===== src/rtl/ta_adc_capture_if.sv =====
// ta_adc_capture_if: bundles the two streaming paths of the ADC capture block.
//   merge_data / mereg_datv : merged ADC words from the merge stage. There is no backpressure.
//   cap_data / cap_valid / cap_ready / cap_last : the frame readout stream.
// Modports:
//   slave  - the capture block. It sinks merged words and sources the readout stream.
//   master - the environment. It sources merged words and sinks the readout stream.
interface ta_adc_capture_if #(
  parameter int W = 56
);
  logic [W-1:0] merge_data;
  logic         mereg_datv;
  logic [W-1:0] cap_data;
  logic         cap_valid;
  logic         cap_ready;
  logic         cap_last;

  modport slave (
    input  merge_data,
    input  mereg_datv,
    input  cap_ready,
    output cap_data,
    output cap_valid,
    output cap_last
  );

  modport master (
    output merge_data,
    output mereg_datv,
    output cap_ready,
    input  cap_data,
    input  cap_valid,
    input  cap_last
  );
endinterface


===== src/rtl/ta_adc_capture.sv =====
// ta_adc_capture: pre/post-trigger capture of merged ADC words into a circular RAM,
// followed by a full-frame readout over a valid/ready stream.
// Ports:
//   clk62      - the only clock. All logic runs on its rising edge.
//   rst        - synchronous reset, active low.
//   bus        - merged-word input and readout stream (see ta_adc_capture_if).
//   arm        - single-cycle pulse. Starts a capture when the block is idle.
//   sw_trig    - forced trigger pulse. Only honoured while armed.
//   trig_level - signed threshold for the edge trigger.
//   trig_edge  - edge select: 0 = rising, 1 = falling.
//   busy       - high in every state except idle.
//   trig_pos   - sample index of the trigger inside the trigger word. Held until the next arm.
module ta_adc_capture #(
  parameter int ADC0_0   = 14,
  parameter int ADC0_1   = 56,
  parameter int PRE_LEN  = 16,
  parameter int POST_LEN = 48
) (
  input  logic                     clk62,
  input  logic                     rst,
  ta_adc_capture_if.slave          bus,
  input  logic                     arm,
  input  logic                     sw_trig,
  input  logic signed [ADC0_0-1:0] trig_level,
  input  logic                     trig_edge,
  output logic                     busy,
  output logic [1:0]               trig_pos
);

  localparam int DEPTH = PRE_LEN + POST_LEN;
  localparam int AW    = $clog2(DEPTH);
  localparam int NS    = ADC0_1 / ADC0_0;

  localparam logic [AW:0] PRE_LAST  = (AW+1)'(PRE_LEN - 1);
  localparam logic [AW:0] POST_LAST = (AW+1)'(POST_LEN - 1);
  localparam logic [AW:0] DEPTH_CNT = (AW+1)'(DEPTH);
  localparam logic [AW:0] CNT_ONE   = (AW+1)'(1);

  localparam logic [2:0] ST_IDLE     = 3'd0;
  localparam logic [2:0] ST_PRE_FILL = 3'd1;
  localparam logic [2:0] ST_ARMED    = 3'd2;
  localparam logic [2:0] ST_POST     = 3'd3;
  localparam logic [2:0] ST_READOUT  = 3'd4;

  // Edge detect between a sample and its predecessor. The compare is signed.
  function automatic logic edge_hit(input logic signed [ADC0_0-1:0] pred,
                                    input logic signed [ADC0_0-1:0] cur,
                                    input logic signed [ADC0_0-1:0] lvl,
                                    input logic                     falling);
    if (falling) edge_hit = (pred > lvl) && (cur <= lvl);
    else         edge_hit = (pred < lvl) && (cur >= lvl);
  endfunction

  logic [ADC0_1-1:0] mem [DEPTH];

  logic [2:0]               state_q,     state_d;
  logic [AW-1:0]            wptr_q,      wptr_d;
  logic [AW:0]              cnt_q,       cnt_d;
  logic signed [ADC0_0-1:0] prev_q,      prev_d;
  logic [AW-1:0]            taddr_q,     taddr_d;
  logic [AW-1:0]            raddr_q,     raddr_d;
  logic [AW:0]              rd_cnt_q,    rd_cnt_d;
  logic [1:0]               trig_pos_q,  trig_pos_d;
  logic                     sw_pend_q,   sw_pend_d;
  logic [ADC0_1-1:0]        cap_data_q,  cap_data_d;
  logic                     cap_valid_q, cap_valid_d;
  logic                     cap_last_q,  cap_last_d;

  logic signed [ADC0_0-1:0] samp [NS];
  logic signed [ADC0_0-1:0] pred [NS];
  logic [NS-1:0]            hits;
  logic                     hit_any;
  logic [1:0]               hit_idx;
  logic                     capturing;
  logic                     mem_we;

  // Split the merged word into samples. The predecessor of s0 is the newest
  // sample of the previous valid word.
  always_comb begin
    hit_idx = '0;
    for (int i = 0; i < NS; i++) begin
      samp[i] = $signed(bus.merge_data[i*ADC0_0 +: ADC0_0]);
    end
    pred[0] = prev_q;
    for (int i = 1; i < NS; i++) begin
      pred[i] = samp[i-1];
    end
    for (int i = 0; i < NS; i++) begin
      hits[i] = edge_hit(pred[i], samp[i], trig_level, trig_edge);
    end
    // Scan from high to low so that the lowest hit index is the one kept.
    for (int i = NS - 1; i >= 0; i--) begin
      if (hits[i]) hit_idx = 2'(i);
    end
    hit_any = |hits;
  end

  always_comb begin
    state_d     = state_q;
    wptr_d      = wptr_q;
    cnt_d       = cnt_q;
    prev_d      = prev_q;
    taddr_d     = taddr_q;
    raddr_d     = raddr_q;
    rd_cnt_d    = rd_cnt_q;
    trig_pos_d  = trig_pos_q;
    sw_pend_d   = sw_pend_q;
    cap_data_d  = cap_data_q;
    cap_valid_d = cap_valid_q;
    cap_last_d  = cap_last_q;
    mem_we      = 1'b0;

    capturing = (state_q == ST_PRE_FILL) || (state_q == ST_ARMED) || (state_q == ST_POST);

    // Every valid word seen while capturing goes into the ring and refreshes the history.
    if (capturing && bus.mereg_datv) begin
      mem_we = 1'b1;
      wptr_d = wptr_q + 1'b1;
      prev_d = samp[NS-1];
    end

    case (state_q)
      ST_IDLE: begin
        if (arm) begin
          state_d    = ST_PRE_FILL;
          wptr_d     = '0;
          cnt_d      = '0;
          trig_pos_d = '0;
          sw_pend_d  = 1'b0;
        end
      end

      ST_PRE_FILL: begin
        if (bus.mereg_datv) begin
          if (cnt_q == PRE_LAST) begin
            state_d = ST_ARMED;
            cnt_d   = '0;
          end else begin
            cnt_d = cnt_q + CNT_ONE;
          end
        end
      end

      ST_ARMED: begin
        // A software trigger that arrives without data waits for the next valid word.
        if (bus.mereg_datv && (hit_any || sw_trig || sw_pend_q)) begin
          trig_pos_d = hit_any ? hit_idx : 2'd0;
          taddr_d    = wptr_q;
          sw_pend_d  = 1'b0;
          cnt_d      = CNT_ONE;
          state_d    = ST_POST;
        end else if (sw_trig) begin
          sw_pend_d = 1'b1;
        end
      end

      ST_POST: begin
        if (bus.mereg_datv) begin
          if (cnt_q == POST_LAST) begin
            state_d  = ST_READOUT;
            raddr_d  = taddr_q - AW'(PRE_LEN);
            rd_cnt_d = '0;
          end else begin
            cnt_d = cnt_q + CNT_ONE;
          end
        end
      end

      ST_READOUT: begin
        if (cap_valid_q && bus.cap_ready) begin
          cap_valid_d = 1'b0;
          if (cap_last_q) begin
            cap_last_d = 1'b0;
            state_d    = ST_IDLE;
          end
        end
        // The output register doubles as the RAM read register. A new read is
        // issued only when that register is empty or is being drained this cycle,
        // so a stalled word holds and is never overwritten.
        if ((rd_cnt_q != DEPTH_CNT) && (!cap_valid_q || bus.cap_ready)) begin
          cap_data_d  = mem[raddr_q];
          cap_valid_d = 1'b1;
          cap_last_d  = (rd_cnt_q == DEPTH_CNT - CNT_ONE);
          raddr_d     = raddr_q + 1'b1;
          rd_cnt_d    = rd_cnt_q + CNT_ONE;
        end
      end

      default: state_d = ST_IDLE;
    endcase
  end

  // Control and readout registers
  always_ff @(posedge clk62) begin
    if (!rst) begin
      state_q     <= ST_IDLE;
      wptr_q      <= '0;
      cnt_q       <= '0;
      prev_q      <= '0;
      taddr_q     <= '0;
      raddr_q     <= '0;
      rd_cnt_q    <= '0;
      trig_pos_q  <= '0;
      sw_pend_q   <= 1'b0;
      cap_data_q  <= '0;
      cap_valid_q <= 1'b0;
      cap_last_q  <= 1'b0;
    end else begin
      state_q     <= state_d;
      wptr_q      <= wptr_d;
      cnt_q       <= cnt_d;
      prev_q      <= prev_d;
      taddr_q     <= taddr_d;
      raddr_q     <= raddr_d;
      rd_cnt_q    <= rd_cnt_d;
      trig_pos_q  <= trig_pos_d;
      sw_pend_q   <= sw_pend_d;
      cap_data_q  <= cap_data_d;
      cap_valid_q <= cap_valid_d;
      cap_last_q  <= cap_last_d;
    end
  end

  // Capture RAM. Reset does not clear its contents.
  always_ff @(posedge clk62) begin
    if (mem_we) mem[wptr_q] <= bus.merge_data;
  end

  assign bus.cap_data  = cap_data_q;
  assign bus.cap_valid = cap_valid_q;
  assign bus.cap_last  = cap_last_q;
  assign busy          = (state_q != ST_IDLE);
  assign trig_pos      = trig_pos_q;

endmodule


===== src/flat_wrapper.sv =====
// flat-port wrapper written by rule: the top's interface ports become plain ports
module ta_adc_capture_flat 
#(
  parameter int ADC0_0   = 14,
  parameter int ADC0_1   = 56,
  parameter int PRE_LEN  = 16,
  parameter int POST_LEN = 48
)
  (clk62, rst, arm, sw_trig, trig_level, trig_edge, busy, trig_pos, bus_merge_data, bus_mereg_datv, bus_cap_ready, bus_cap_data, bus_cap_valid, bus_cap_last);
  ta_adc_capture_if bus_i ();
  input  logic clk62;
  input  logic rst;
  input  logic arm;
  input  logic sw_trig;
  input  logic signed [ADC0_0-1:0] trig_level;
  input  logic trig_edge;
  output logic busy;
  output logic [1:0] trig_pos;
  input wire logic [$bits(bus_i.merge_data)-1:0] bus_merge_data;
  input wire logic [$bits(bus_i.mereg_datv)-1:0] bus_mereg_datv;
  input wire logic [$bits(bus_i.cap_ready)-1:0] bus_cap_ready;
  output wire logic [$bits(bus_i.cap_data)-1:0] bus_cap_data;
  output wire logic [$bits(bus_i.cap_valid)-1:0] bus_cap_valid;
  output wire logic [$bits(bus_i.cap_last)-1:0] bus_cap_last;
  assign bus_i.merge_data = bus_merge_data;
  assign bus_i.mereg_datv = bus_mereg_datv;
  assign bus_i.cap_ready = bus_cap_ready;
  assign bus_cap_data = bus_i.cap_data;
  assign bus_cap_valid = bus_i.cap_valid;
  assign bus_cap_last = bus_i.cap_last;
  ta_adc_capture #(.ADC0_0(ADC0_0), .ADC0_1(ADC0_1), .PRE_LEN(PRE_LEN), .POST_LEN(POST_LEN)) u_core (.clk62(clk62), .rst(rst), .bus(bus_i), .arm(arm), .sw_trig(sw_trig), .trig_level(trig_level), .trig_edge(trig_edge), .busy(busy), .trig_pos(trig_pos));
endmodule

===== config.mk =====
export PLATFORM = sky130hd
export DESIGN_NAME = ta_adc_capture_flat
export DESIGN_NICKNAME = d
export VERILOG_FILES = /design/src/rtl/ta_adc_capture_if.sv /design/src/rtl/ta_adc_capture.sv /design/src/flat_wrapper.sv
export SDC_FILE = /design/constraint.sdc
export NUM_CORES = 2
export LEC_CHECK = 0
export ABC_AREA = 1
export BUFFER_PORTS_ARGS = -buffer_cell sky130_fd_sc_hd__buf_2
export CAP_MARGIN = 40
export CORE_MARGIN = 2
export CORE_UTILIZATION = 30
export CTS_CLUSTER_DIAMETER = 40
export DETAILED_ROUTE_END_ITERATION = 16
export PLACE_DENSITY = 0.42
export SLEW_MARGIN = 15
export SYNTH_ARGS = -nofsm -noshare
export SYNTH_HDL_FRONTEND = slang
export SYNTH_SLANG_ARGS = --single-unit

===== constraint.sdc =====
create_clock -name clk62 -period 19.6 [get_ports clk62]
set_clock_uncertainty 0.05 [all_clocks]
set_input_delay 5.88 -clock clk62 [delete_from_list [all_inputs] [get_ports clk62]]
set_output_delay 5.88 -clock clk62 [all_outputs]
set_load 0.02 [all_outputs]

==> impl_metrics.toml <==
[clock_network]
clkLatencyLatePin_ns = 1.05
cts_sinks = 3694
htreeDepth = 6
cts_buffers = 533
cts_tree = "done"
clk_pin_slew_ns = 0.05
cts_hold_buf = 0
post_cts_buffers = 0
cts.path.max_buffers = 4
cts-root-buf = "clkbuf_16"
cts_resized = 0

[run_status]
status = "complete, no violations"

[detailed_routing]
firstDrtPassIters = 8
drt_iter0_drc = 10800
drc = 0
final_antenna_net_count = 0
totalWireLength_um = 569000
vias = 97700
viasPerCell = 5.42
wl_per_cell_um = 31.6

[grt]
grt_pass1_vias = 93800
grt_pass1_wl_um = 781000
grtUsageTotal_pct = 22.6
antenna_found_initial = 51
overflow = 0
grt_max_degree = 163

[place]
postPlaceCellArea_mm2 = 0.155
dp.cells = 17000
place_congestion = 0.840
dp_hpwl_um = 343000
io_buffer_count = 137

[synth]
avgSynthCellArea_um2 = 13.3
synth-seq-cells = 3694
syn_nets = 11000
ys_types = 41
ys_warn_count = 0
seq_area_frac_synth_pct = 75.7
synthCells = 10900
synth.cell_area_mm2 = 0.145

[job]
max-cap-violations = 0

[power]
power_density_mw_per_mm2 = 150
p_leak_uw = 0.0562
ir_worst_vdd_uv = 106

[timing]
tns_ns = 0
rsz0062_at_grt = "false"
fin_crit_ns = 8.21
slew_headroom_pct = 26.8
tightest_slew_ns = 1.10
fin_crit_sh_pct = 41.9
report.final.hold_viol_count = 0
setup_viol = 0
max_clock_freq_ghz = 0.122
maxSlewViolCount = 0

[worst_setup_path]
max_stage_delay_ns = 0.89
startpoint_type = "register"
required_ns = 13.67
crit_type = "register to output port"
worstPathCellList = "buf_2"
crit_arrival_ns = 2.28
cp_num_buf_inv = 1
endpoint_kind = "output port"
crit_fanout = 3
crit_family = "flip-flops"
critical-path-slowest-cell = "dfxtp_1"

[finish]
layout_common_cells = "edfxtp_1, nor2_1, o21ai_0, o22ai_1, clkbuf_16"
final_common_cell = "edfxtp_1"
layout.cells.non_filler = 18000
final_cell_area_mm2 = 0.173
nets = 11300
drive_gt1_share_pct = 12.6
areaGrowthSynthToFinish_pct = 19.3
fillers = 46400

[floorplan]
die_x_um = 699
core_mm2 = 0.482
io_pins = 138
die_area_mm2 = 0.489
start_util_pct = 30.1
die_y_um = 699
rows = 255

[worst_hold_path]
worstHoldPathType = "register to register"
==> synthesized netlist by cell type, drive strengths merged <==
| library cell | number | area (um^2) |
|---|---|---|
| nand2 | 499 | 1890 |
| xor2 | 3 | 26.3 |
| a41oi | 1 | 8.76 |
| nor4 | 1 | 12.5 |
| o21ai | 1818 | 9100 |
| edfxtp | 3584 | 108000 |
| dfxtp | 110 | 2200 |
| o31ai | 2 | 15.0 |
| or2 | 1 | 6.26 |
| o22ai | 550 | 3440 |
| inv | 184 | 691 |
| o211ai | 158 | 1190 |
| o311ai | 1 | 8.76 |
| nor3b | 1 | 7.51 |
| nor3 | 10 | 50.1 |
| a311oi | 1 | 8.76 |
| buf | 262 | 1350 |
| a221oi | 1 | 8.76 |
| clkbuf | 524 | 1970 |
| a21oi | 221 | 1110 |
| o221ai | 346 | 3030 |
| a31o | 2 | 17.5 |
| clkinv | 3 | 11.3 |
| a31oi | 4 | 25.0 |
| ha | 75 | 938 |
| nor2 | 1923 | 7230 |
| nand4 | 77 | 482 |
| o21bai | 1 | 7.51 |
| nand3 | 504 | 2550 |
| a211oi | 3 | 22.5 |
==> path summary, 6_finish.rpt <==
path	start	endpoint	slack, ns	cells after the start
max	u_core.bus.cap_data[25]$_SDFFE_PN0P_	bus_cap_data[25]	11.39	1
min	u_core.taddr_q[1]$_SDFFE_PN0P_	u_core.taddr_q[1]$_SDFFE_PN0P_	0.40	2
max reg2reg	u_core.raddr_q[0]$_SDFFE_PN0P_	u_core.bus.cap_data[9]$_SDFFE_PN0P_	13.35	13
min reg2reg	u_core.taddr_q[1]$_SDFFE_PN0P_	u_core.taddr_q[1]$_SDFFE_PN0P_	0.40	2
==> sequential cells by signal (all words and copies together) (netlist names) <==
signal and count:
u_core.bus.cap_last 1, u_core.wptr_q 6, u_core.bus.cap_valid 1, u_core.bus.cap_data 56
u_core.sw_pend_q 1, u_core.state_q 3, u_core.rd_cnt_q 7, u_core.cnt_q 7
u_core.prev_q 14, u_core.trig_pos 2, u_core.taddr_q 6, u_core.raddr_q 6
u_core.mem 3584
==> metal layers <==
metal  GRT usage (%)  up-vias  wire (um)
met3            3.53      816      37900
met4            8.12       20      22600
met5               0        -        135
li1                -    41800          -
met1            30.8    51100     244000
met2            36.5     4015     265000
==> cell families (layout without fill, tap and decap cells) <==
group / Yosys count / count (layout) / share of synthesized area, %
DFF: 3694 / 3694 / 75.7
AOI/OAI and AO/OA: 3109 / 3109 / 12.4
and+or+nand+nor: 3016 / 3016 / 8.43
buffers and inverters: 973 / 1678 / 2.77
adders and majority gates: 75 / 75 / 0.647
xor gates and xnor gates: 3 / 3 / 0.0181
other: 0 / 24 / 0
==> cell type report <==
type,instances,area [um^2],share of cell area (%)
Multi-Input combinational cell,6203,31700,18.3
Sequential cell,3694,110000,63.5
Clock inverter,356,4100,2.37
Inverter,187,762,0.440
Timing Repair Buffer,518,4570,2.64
Tap cell,6425,8040,4.64
Antenna cell,24,60.1,0.0347
Clock buffer,617,14000,8.11
==> worst reg2reg max path, delay by kind of cell, from the launching register on <==
kind	cells	cell delay (ns)
buffers and inverters	6	3.32
AND/OR/NAND/NOR	4	1.46
flip-flops	1	0.69
AO/OA/AOI/OAI	3	0.69
==> through the flow <==
step           worst slack (ns)  hold WS, ns  util [%]  power, uW
6_report                  11.39        0.405      35.9      26000
5_1_grt                   11.29        0.443      35.9      26900
4_1_cts                   11.32        0.406      35.8      26200
3_5_place_dp              10.45        0.397      32.1      16400
3_3_place_gp              10.10        0.397      31.9      16300
2_1_floorplan              8.76        0.372         -      12700
==> report_power, final <==
part | switching, uW | leakage (uW) | internal, uW
registers | 192 | 0.0331 | 8770
logic | 5630 | 0.0143 | 1620
clock network | 3700 | 0.00873 | 6090
total | 9520 | 0.0562 | 16500
No activity file was read; power rests on OpenSTA's default activity.
